**src/rtl/serial_adder_pkg.sv**
```systemverilog
// Shared constants for the bit-serial adder: state codes, default width, counter sizing.
package serial_adder_pkg;

    localparam int unsigned SA_DEFAULT_WIDTH = 8;
    localparam int unsigned SA_CNT_W         = $clog2(SA_DEFAULT_WIDTH);

    typedef logic [1:0] sa_state_t;

    localparam sa_state_t ST_IDLE  = 2'd0;
    localparam sa_state_t ST_SHIFT = 2'd1;
    localparam sa_state_t ST_DONE  = 2'd2;

    // Counter must hold 0..WIDTH-1; never narrower than one bit.
    function automatic int unsigned sa_cnt_width(input int unsigned w);
        return (w < 2) ? 1 : $clog2(w);
    endfunction

endpackage

```
**src/rtl/serial_adder_if.sv**
```systemverilog
// Operand/result handshake bundle for serial_adder; ovf exists only with SERIAL_ADDER_OVF_EN.
interface serial_adder_if
    import serial_adder_pkg::*;
#(
    parameter int unsigned WIDTH = SA_DEFAULT_WIDTH
);

    logic             in_valid;
    logic             in_ready;
    logic [WIDTH-1:0] a;
    logic [WIDTH-1:0] b;
    logic             cin;
    logic             out_valid;
    logic             out_ready;
    logic [WIDTH-1:0] sum;
    logic             cout;
`ifdef SERIAL_ADDER_OVF_EN
    logic             ovf;
`endif

    modport master (
        output in_valid, a, b, cin, out_ready,
`ifdef SERIAL_ADDER_OVF_EN
        input  ovf,
`endif
        input  in_ready, out_valid, sum, cout
    );

    modport slave (
        input  in_valid, a, b, cin, out_ready,
`ifdef SERIAL_ADDER_OVF_EN
        output ovf,
`endif
        output in_ready, out_valid, sum, cout
    );

endinterface

```
**src/rtl/serial_adder_full_adder.sv**
```systemverilog
// Combinational 1-bit full adder cell used by the serial adder datapath.
module full_adder (
    input  logic a,
    input  logic b,
    input  logic c,
    output logic sum,
    output logic carry
);

    assign sum   = a ^ b ^ c;
    assign carry = (a & b) | (a & c) | (b & c);

endmodule

```
**src/rtl/serial_adder.sv**
```systemverilog
// Bit-serial adder: one full-adder cell, WIDTH shift cycles per operation.
// Optional signed-overflow output enabled by defining SERIAL_ADDER_OVF_EN.
module serial_adder
    import serial_adder_pkg::*;
#(
    parameter int unsigned WIDTH = SA_DEFAULT_WIDTH
) (
    input  logic          clk,
    input  logic          rst_n,
    serial_adder_if.slave bus
);

    localparam int unsigned          CNT_W = sa_cnt_width(WIDTH);
    localparam logic [CNT_W-1:0]     LAST  = CNT_W'(WIDTH - 1);

    sa_state_t        state_q, state_d;
    logic [WIDTH-1:0] a_q, a_d;
    logic [WIDTH-1:0] b_q, b_d;
    logic [WIDTH-1:0] sum_q, sum_d;
    logic             carry_q, carry_d;
    logic             cout_q, cout_d;
    logic [CNT_W-1:0] cnt_q, cnt_d;
`ifdef SERIAL_ADDER_OVF_EN
    logic             ovf_q, ovf_d;
`endif

    logic fa_sum;
    logic fa_carry;

    full_adder u_fa (
        .a     (a_q[0]),
        .b     (b_q[0]),
        .c     (carry_q),
        .sum   (fa_sum),
        .carry (fa_carry)
    );

    always_comb begin
        state_d = state_q;
        a_d     = a_q;
        b_d     = b_q;
        sum_d   = sum_q;
        carry_d = carry_q;
        cout_d  = cout_q;
        cnt_d   = cnt_q;
`ifdef SERIAL_ADDER_OVF_EN
        ovf_d   = ovf_q;
`endif
        case (state_q)
            ST_IDLE: begin
                if (bus.in_valid) begin
                    a_d     = bus.a;
                    b_d     = bus.b;
                    carry_d = bus.cin;
                    cnt_d   = '0;
                    state_d = ST_SHIFT;
                end
            end
            ST_SHIFT: begin
                sum_d   = {fa_sum, sum_q[WIDTH-1:1]};
                a_d     = a_q >> 1;
                b_d     = b_q >> 1;
                carry_d = fa_carry;
                cnt_d   = cnt_q + CNT_W'(1);
                if (cnt_q == LAST) begin
                    cout_d  = fa_carry;
`ifdef SERIAL_ADDER_OVF_EN
                    // carry_q here is the carry into the MSB
                    ovf_d   = carry_q ^ fa_carry;
`endif
                    state_d = ST_DONE;
                end
            end
            ST_DONE: begin
                if (bus.out_ready) begin
`ifdef SERIAL_ADDER_OVF_EN
                    ovf_d   = 1'b0;
`endif
                    state_d = ST_IDLE;
                end
            end
            default: state_d = ST_IDLE;
        endcase
    end

    always_ff @(posedge clk or negedge rst_n) begin
        if (!rst_n) begin
            state_q <= ST_IDLE;
            a_q     <= '0;
            b_q     <= '0;
            sum_q   <= '0;
            carry_q <= 1'b0;
            cout_q  <= 1'b0;
            cnt_q   <= '0;
`ifdef SERIAL_ADDER_OVF_EN
            ovf_q   <= 1'b0;
`endif
        end else begin
            state_q <= state_d;
            a_q     <= a_d;
            b_q     <= b_d;
            sum_q   <= sum_d;
            carry_q <= carry_d;
            cout_q  <= cout_d;
            cnt_q   <= cnt_d;
`ifdef SERIAL_ADDER_OVF_EN
            ovf_q   <= ovf_d;
`endif
        end
    end

    assign bus.in_ready  = (state_q == ST_IDLE);
    assign bus.out_valid = (state_q == ST_DONE);
    assign bus.sum       = sum_q;
    assign bus.cout      = cout_q;
`ifdef SERIAL_ADDER_OVF_EN
    assign bus.ovf       = ovf_q;
`endif

endmodule

```
**src/flat_wrapper.sv**
```systemverilog
// flat-port wrapper written by rule: the top's interface ports become plain ports
module serial_adder_flat import serial_adder_pkg::*;
#(
    parameter int unsigned WIDTH = SA_DEFAULT_WIDTH
)
  (clk, rst_n, bus_in_valid, bus_a, bus_b, bus_cin, bus_out_ready, bus_in_ready, bus_out_valid, bus_sum, bus_cout);
  serial_adder_if #(.WIDTH(WIDTH)) bus_i ();
  input  logic clk;
  input  logic rst_n;
  input wire logic [$bits(bus_i.in_valid)-1:0] bus_in_valid;
  input wire logic [$bits(bus_i.a)-1:0] bus_a;
  input wire logic [$bits(bus_i.b)-1:0] bus_b;
  input wire logic [$bits(bus_i.cin)-1:0] bus_cin;
  input wire logic [$bits(bus_i.out_ready)-1:0] bus_out_ready;
  output wire logic [$bits(bus_i.in_ready)-1:0] bus_in_ready;
  output wire logic [$bits(bus_i.out_valid)-1:0] bus_out_valid;
  output wire logic [$bits(bus_i.sum)-1:0] bus_sum;
  output wire logic [$bits(bus_i.cout)-1:0] bus_cout;
  assign bus_i.in_valid = bus_in_valid;
  assign bus_i.a = bus_a;
  assign bus_i.b = bus_b;
  assign bus_i.cin = bus_cin;
  assign bus_i.out_ready = bus_out_ready;
  assign bus_in_ready = bus_i.in_ready;
  assign bus_out_valid = bus_i.out_valid;
  assign bus_sum = bus_i.sum;
  assign bus_cout = bus_i.cout;
  serial_adder #(.WIDTH(WIDTH)) u_core (.clk(clk), .rst_n(rst_n), .bus(bus_i));
endmodule
```
**config.mk**
```make
export PLATFORM = sky130hd
export DESIGN_NAME = serial_adder_flat
export DESIGN_NICKNAME = d
export VERILOG_FILES = /design/src/rtl/serial_adder_pkg.sv /design/src/rtl/serial_adder_if.sv /design/src/rtl/serial_adder_full_adder.sv /design/src/rtl/serial_adder.sv /design/src/flat_wrapper.sv
export SDC_FILE = /design/constraint.sdc
export NUM_CORES = 1
export LEC_CHECK = 0
export ABC_AREA = 0
export CORE_UTILIZATION = 30
export CTS_BUF_LIST = sky130_fd_sc_hd__clkbuf_16
export DETAILED_ROUTE_END_ITERATION = 16
export PLACE_DENSITY = 0.49
export SLEW_MARGIN = 10
export SYNTH_ARGS = -nofsm -noshare
export SYNTH_HDL_FRONTEND = slang
export SYNTH_SLANG_ARGS = --single-unit
```
**constraint.sdc**
```tcl
create_clock -name clk -period 1.55 [get_ports clk]
set_clock_uncertainty 0.05 [all_clocks]
set_input_delay 0.31 -clock clk [delete_from_list [all_inputs] [get_ports clk]]
set_output_delay 0.31 -clock clk [all_outputs]
set_load 0.01 [all_outputs]
```
==> results of run 1 <==
==> worst max-delay path, stage by stage, from the launching register on <==
cell and delay [ns]:
dfrtp_1 0.40, buf_4 0.15, buf_6 0.14, or4b_1 0.52, o221a_2 0.14
==> power by group <==
group          switching [W]  internal, W  total [W]
Sequential          0.000245      0.00120    0.00145
Clock               0.000335     0.000748    0.00108
Combinational       0.000763     0.000966    0.00173
Total                0.00134      0.00292    0.00426
==> timing repair <==
action / 4_1_cts / 5_1_grt
setup endpoints to repair: 5 / 27
buffers inserted: 1 / 0
resized for setup: 5 / 12
==> synthesized netlist by cell type <==
cell and count:
nand3b_1 1, buf_2 6, o21ai_0 1, a21oi_1 1, nor2b_2 1, mux2i_1 1, buf_6 1, or4b_1 6
buf_4 3, o21ba_2 1, nor2_1 1, a211oi_2 7, mux2_1 4, fa_1 1, nor3b_1 11, nor4b_1 9
nand2b_1 2, inv_1 10, a22o_1 2, nor4bb_1 2, a211oi_1 2, o221a_2 6, mux2_2 5, ha_1 2
dfrtp_1 31, a211o_1 2, o21bai_2 1
==> metrics by stage <==
step,cells,total power (W),worst slack [ns],instance area (um^2),TNS (ns)
after global routing,229,0.00458,0.00440,2190,0
after global placement,220,0.00316,-0.199,1980,-2.82
after floorplan,120,0.00256,0.225,1540,0
final,229,0.00426,0.0421,2190,0
after detailed placement,220,0.00323,-0.281,1980,-4.18
after CTS,229,0.00433,0.0000445,2150,0
==> metal layers <==
layer	GRT usage [%]	up-vias	wire length (um)
met2	24.9	16	1820
met5	0	-	0
li1	-	534	-
met3	3.43	2	79
met1	17.8	576	1570
met4	5.13	0	27
==> kinds of logic (layout without fill, tap and decap cells) <==
| family | Yosys count | after routing | synth area share (%) |
|---|---|---|---|
| mux | 10 | 10 | 7.21 |
| fa+ha+maj | 3 | 3 | 2.92 |
| buf+inv | 20 | 62 | 6.56 |
| compound gates | 23 | 23 | 15.3 |
| simple gates | 33 | 33 | 17.7 |
| flops | 31 | 31 | 50.2 |
==> area by class of cell <==
cell class	count	area (um^2)	area share, %
clock buffer	5	125	5.72
clock inverter	3	38.8	1.77
inverter	10	37.5	1.72
multi-input combinational	69	684	31.3
sequential	31	776	35.5
tap	67	83.8	3.84
timing repair buffer	44	440	20.1
==> state kept, by name (all words and copies together), names as in the netlist <==
signal,flops
u_core.b_q,8
u_core.a_q,8
u_core.carry_q,1
u_core.bus.cout,1
u_core.bus.sum,8
u_core.cnt_q,3
u_core.state_q,2
==> worst paths after layout <==
path	to
min in group clk	u_core.cnt_q[0]
worst min-delay path	u_core.b_q[6]
worst min register to register	u_core.cnt_q[0]
worst max-delay path	u_core.carry_q
max in group asynchronous	u_core.a_q[2]
worst max register to register	u_core.carry_q
==> flow_metrics.tcl, run 1 <==
set metrics [dict create \
    final_util_pct 45.1 \
    critPathArrivalTime_ns 1.62 \
    required_ns 1.66 \
    cts_sinks 31 \
    rrSetupSlack_ns 0.04 \
    grt_max_degree 32 \
    r2r-start "u_core.state_q[0]" \
    yosysTopAreaCellShare_pct 50.2 \
    synth_top_area_cell "dfrtp_1" \
    critPathMaxFanout 14 \
    powerDensity_nw_per_um2 1950 \
    ios 32 \
    final_cell_mix "dfrtp_1 (31), clkdlybuf4s50_1 (19), nor3b_1 (11), buf_4 (11), inv_1 (10)" \
    synth_fp_nets 144 \
    chipHeight_um 73.7 \
    status "finished clean" \
    htree_num_levels 2 \
    post_drt_wl_per_cell_um 15.3 \
    slew_violations 0 \
    final-setup-viol-count 0 \
    remaining_drc_errors 0 \
    reg2regPathDepth 4 \
    ir_drop_mv 0.572 \
    worst_hold_path_type "in -> async" \
    grt_overflow_total 0 \
    num_antenna_cells 0 \
    critPathCaptureType "register" \
    drt_iter0_markers 34 \
    die_area_um2 5440 \
    synth_area_leaders "dfrtp_1 (50%), a211oi_2 (5.7%), nor3b_1 (5.3%), nor4b_1 (5.1%), o221a_2 (4.4%)" \
    period_needed_ns 1.51 \
    timing.slew.headroom_pct 76.2 \
    critPathLaunch "u_core.state_q[0]" \
    ys_ff_latch 31 \
    fp.dieW_um 73.7 \
    clk_latency_ns 0.27 \
    place.gp.congestion 0.707 \
    cts_root_buf "clkbuf_16" \
    nNetsFinal 185 \
    core_um2 4850 \
    route.antenna.remaining_nets 0 \
    firstDrtPassIters 6 \
    viasPerCell 4.93 \
    cts_tree "done" \
    crit_type "reg -> reg" \
    maxCapViolCount 0 \
    hold_violations 0 \
    cts_buffers 5 \
    grt_pass1_wl_mm 5.90 \
    track_usage_pct 14.5 \
    start_util_pct 31.8 \
    antenna_found_initial 0 \
    fp-row-count 25 \
    yosysSeqAreaShare_pct 50.2 \
    routed_wl_mm 3.50 \
    postSynthCellCount 120 \
    layout_commonest_cell "dfrtp_1" \
    syn-cell-area_um2 1540 \
    cts.hold.buffers_added 0 \
    clkSlewWorstSetupHoldPaths_ns 0.05 \
    dp.final_hpwl_mm 2.43 \
    first_global_vias 1201 \
    startpoint_type "register" \
    syn_to_final_growth_pct 41.6 \
    synth_area_per_cell_um2 12.9 \
    max_freq_mhz 663 \
    synth_cell_types 27 \
    tightestPinTransition_ns 0.356 \
    yosys_warnings 0 \
    cts_buffer_depth 2 \
    post-route-period-util_pct 97.3 \
    fillers 456 \
    rsz0062_at_grt "no" \
    portBuffers 31 \
    holdWs_ns 0.353 \
    vias 1128 \
    drive_above_1_share_pct 26.5 \
    p_leak_nw 0.991 \
]
Note: power is estimated with default switching activity, not from simulation.
==> run 2: changes to the inputs <==
--- a/config.mk
+++ b/config.mk
@@ -6,10 +6,13 @@
 export NUM_CORES = 1
 export LEC_CHECK = 0
 export ABC_AREA = 0
+export ABC_CLOCK_PERIOD_IN_PS = 1550
+export CELL_PAD_IN_SITES_DETAIL_PLACEMENT = 1
+export CELL_PAD_IN_SITES_GLOBAL_PLACEMENT = 1
 export CORE_UTILIZATION = 30
 export CTS_BUF_LIST = sky130_fd_sc_hd__clkbuf_16
 export DETAILED_ROUTE_END_ITERATION = 16
-export PLACE_DENSITY = 0.49
+export PLACE_DENSITY = 0.65
 export SLEW_MARGIN = 10
 export SYNTH_ARGS = -nofsm -noshare
 export SYNTH_HDL_FRONTEND = slang
==> flow_metrics.tcl, run 2 (synthesis results as in run 1) <==
set metrics [dict create \
    holdWs_ns 0.359 \
    internal_power_w 0.00288 \
    final-setup-viol-count 0 \
    layout_commonest_cell "dfrtp_1" \
    ios 32 \
    setup_tns_ns 0 \
    status "finished clean" \
    core_um2 4850 \
    critPathCaptureType "register" \
    total_power_w 0.00425 \
    pwr-share-seq_pct 34.4 \
    routed_wl_mm 3.68 \
    post-route-period-util_pct 96.5 \
    portBuffers 31 \
    num_antenna_cells 0 \
    nNetsFinal 180 \
    chipHeight_um 73.7 \
    fp-row-count 25 \
    clk_latency_ns 0.27 \
    drt_iter0_markers 43 \
    dp.final_hpwl_mm 2.49 \
    tightestPinTransition_ns 0.412 \
    first_global_vias 1162 \
    p_comb_share_pct 40.0 \
    clkSlewWorstSetupHoldPaths_ns 0.05 \
    hold_violations 0 \
    die_area_um2 5440 \
    place.gp.congestion 0.714 \
    cts_sinks 31 \
    required_ns 1.66 \
    drive_above_1_share_pct 24.2 \
    clkPwrFrac_pct 25.6 \
    rsz0062_at_grt "yes" \
    vias 1119 \
    slew_violations 0 \
    viasPerCell 5.00 \
    grt_overflow_total 0 \
    antenna_found_initial 0 \
    fp.dieW_um 73.7 \
    cts_root_buf "clkbuf_16" \
    critPathArrivalTime_ns 1.61 \
    worst_hold_path_type "in -> async" \
    final_util_pct 43.9 \
    final_cell_mix "dfrtp_1 (31), clkdlybuf4s50_1 (20), nor3b_1 (11), inv_1 (10), nor4b_1 (9)" \
    route.antenna.remaining_nets 0 \
    switching_share_pct 32.3 \
    track_usage_pct 14.7 \
    remaining_drc_errors 0 \
    start_util_pct 31.8 \
    p_leak_nw 0.946 \
    maxCapViolCount 0 \
    cts_tree "done" \
    period_needed_ns 1.50 \
    crit_type "reg -> reg" \
    startpoint_type "register" \
    fillers 502 \
    htree_num_levels 2 \
    post_drt_wl_per_cell_um 16.4 \
    syn_to_final_growth_pct 38.0 \
    post-cts-setup-buffers 0 \
    cts.hold.buffers_added 0 \
    grt_pass1_wl_mm 5.91 \
    switchingPower_w 0.00137 \
    ir_drop_mv 0.761 \
    cts_buffers 5 \
    timing.slew.headroom_pct 72.5 \
    max_freq_mhz 668 \
    grt_max_degree 32 \
    critPathMaxFanout 16 \
    post_cts_resized 6 \
    firstDrtPassIters 4 \
    cts_buffer_depth 2 \
    powerDensity_nw_per_um2 1990 \
]
run 2: worst max-delay path: stages (launching register included):
cell and delay [ns]:
dfrtp_1 0.42, buf_4 0.21, or4b_1 0.55, o221a_2 0.14
run 2: metal layers:
layer / global-route usage [%] / part of all wire, %
met2: 22.5 / 46
met5: 0 / 0
met4: 5.13 / 1.4
met1: 20.1 / 48
met3: 3.70 / 4.0
run 2: area by class of cell:
type	instances	area [um^2]	share of cell area, %
clock buffer	5	125	5.87
sequential	31	776	36.4
timing repair buffer	39	388	18.2
inverter	10	37.5	1.76
clock inverter	3	38.8	1.82
tap	67	83.8	3.93
multi-input combinational	69	682	32.0
run 2: power by group through the flow:
stage	clock [W]	sequential (W)	combinational [W]
floorplan	0	0.00146	0.00109
global placement	0	0.00145	0.00165
detailed placement	0	0.00148	0.00173
CTS	0.00111	0.00147	0.00173
global route	0.00115	0.00152	0.00186
finish	0.00109	0.00146	0.00170
run 2: worst paths after layout:
path                                         from  slack (ns)  cells after the start           endpoint
worst min register to register  u_core.bus.sum[0]        0.44                      1  u_core.bus.sum[0]
worst max register to register  u_core.state_q[1]        0.05                      3      u_core.a_q[6]
worst max-delay path            u_core.state_q[1]        0.05                      3      u_core.a_q[6]
worst min-delay path                        rst_n        0.36                      2  u_core.bus.sum[1]
max in group asynchronous                   rst_n        0.91                      2  u_core.bus.sum[7]
min in group clk                u_core.bus.sum[0]        0.44                      1  u_core.bus.sum[0]
run 2: metrics by stage:
step | cell area, um^2 | instances | setup slack, ns
2_1_floorplan | 1540 | 120 | 0.225
3_3_place_gp | 1950 | 216 | -0.286
3_5_place_dp | 1950 | 216 | -0.332
4_1_cts | 2110 | 224 | 0.000454
5_1_grt | 2130 | 224 | -0.00802
6_report | 2130 | 224 | 0.0539
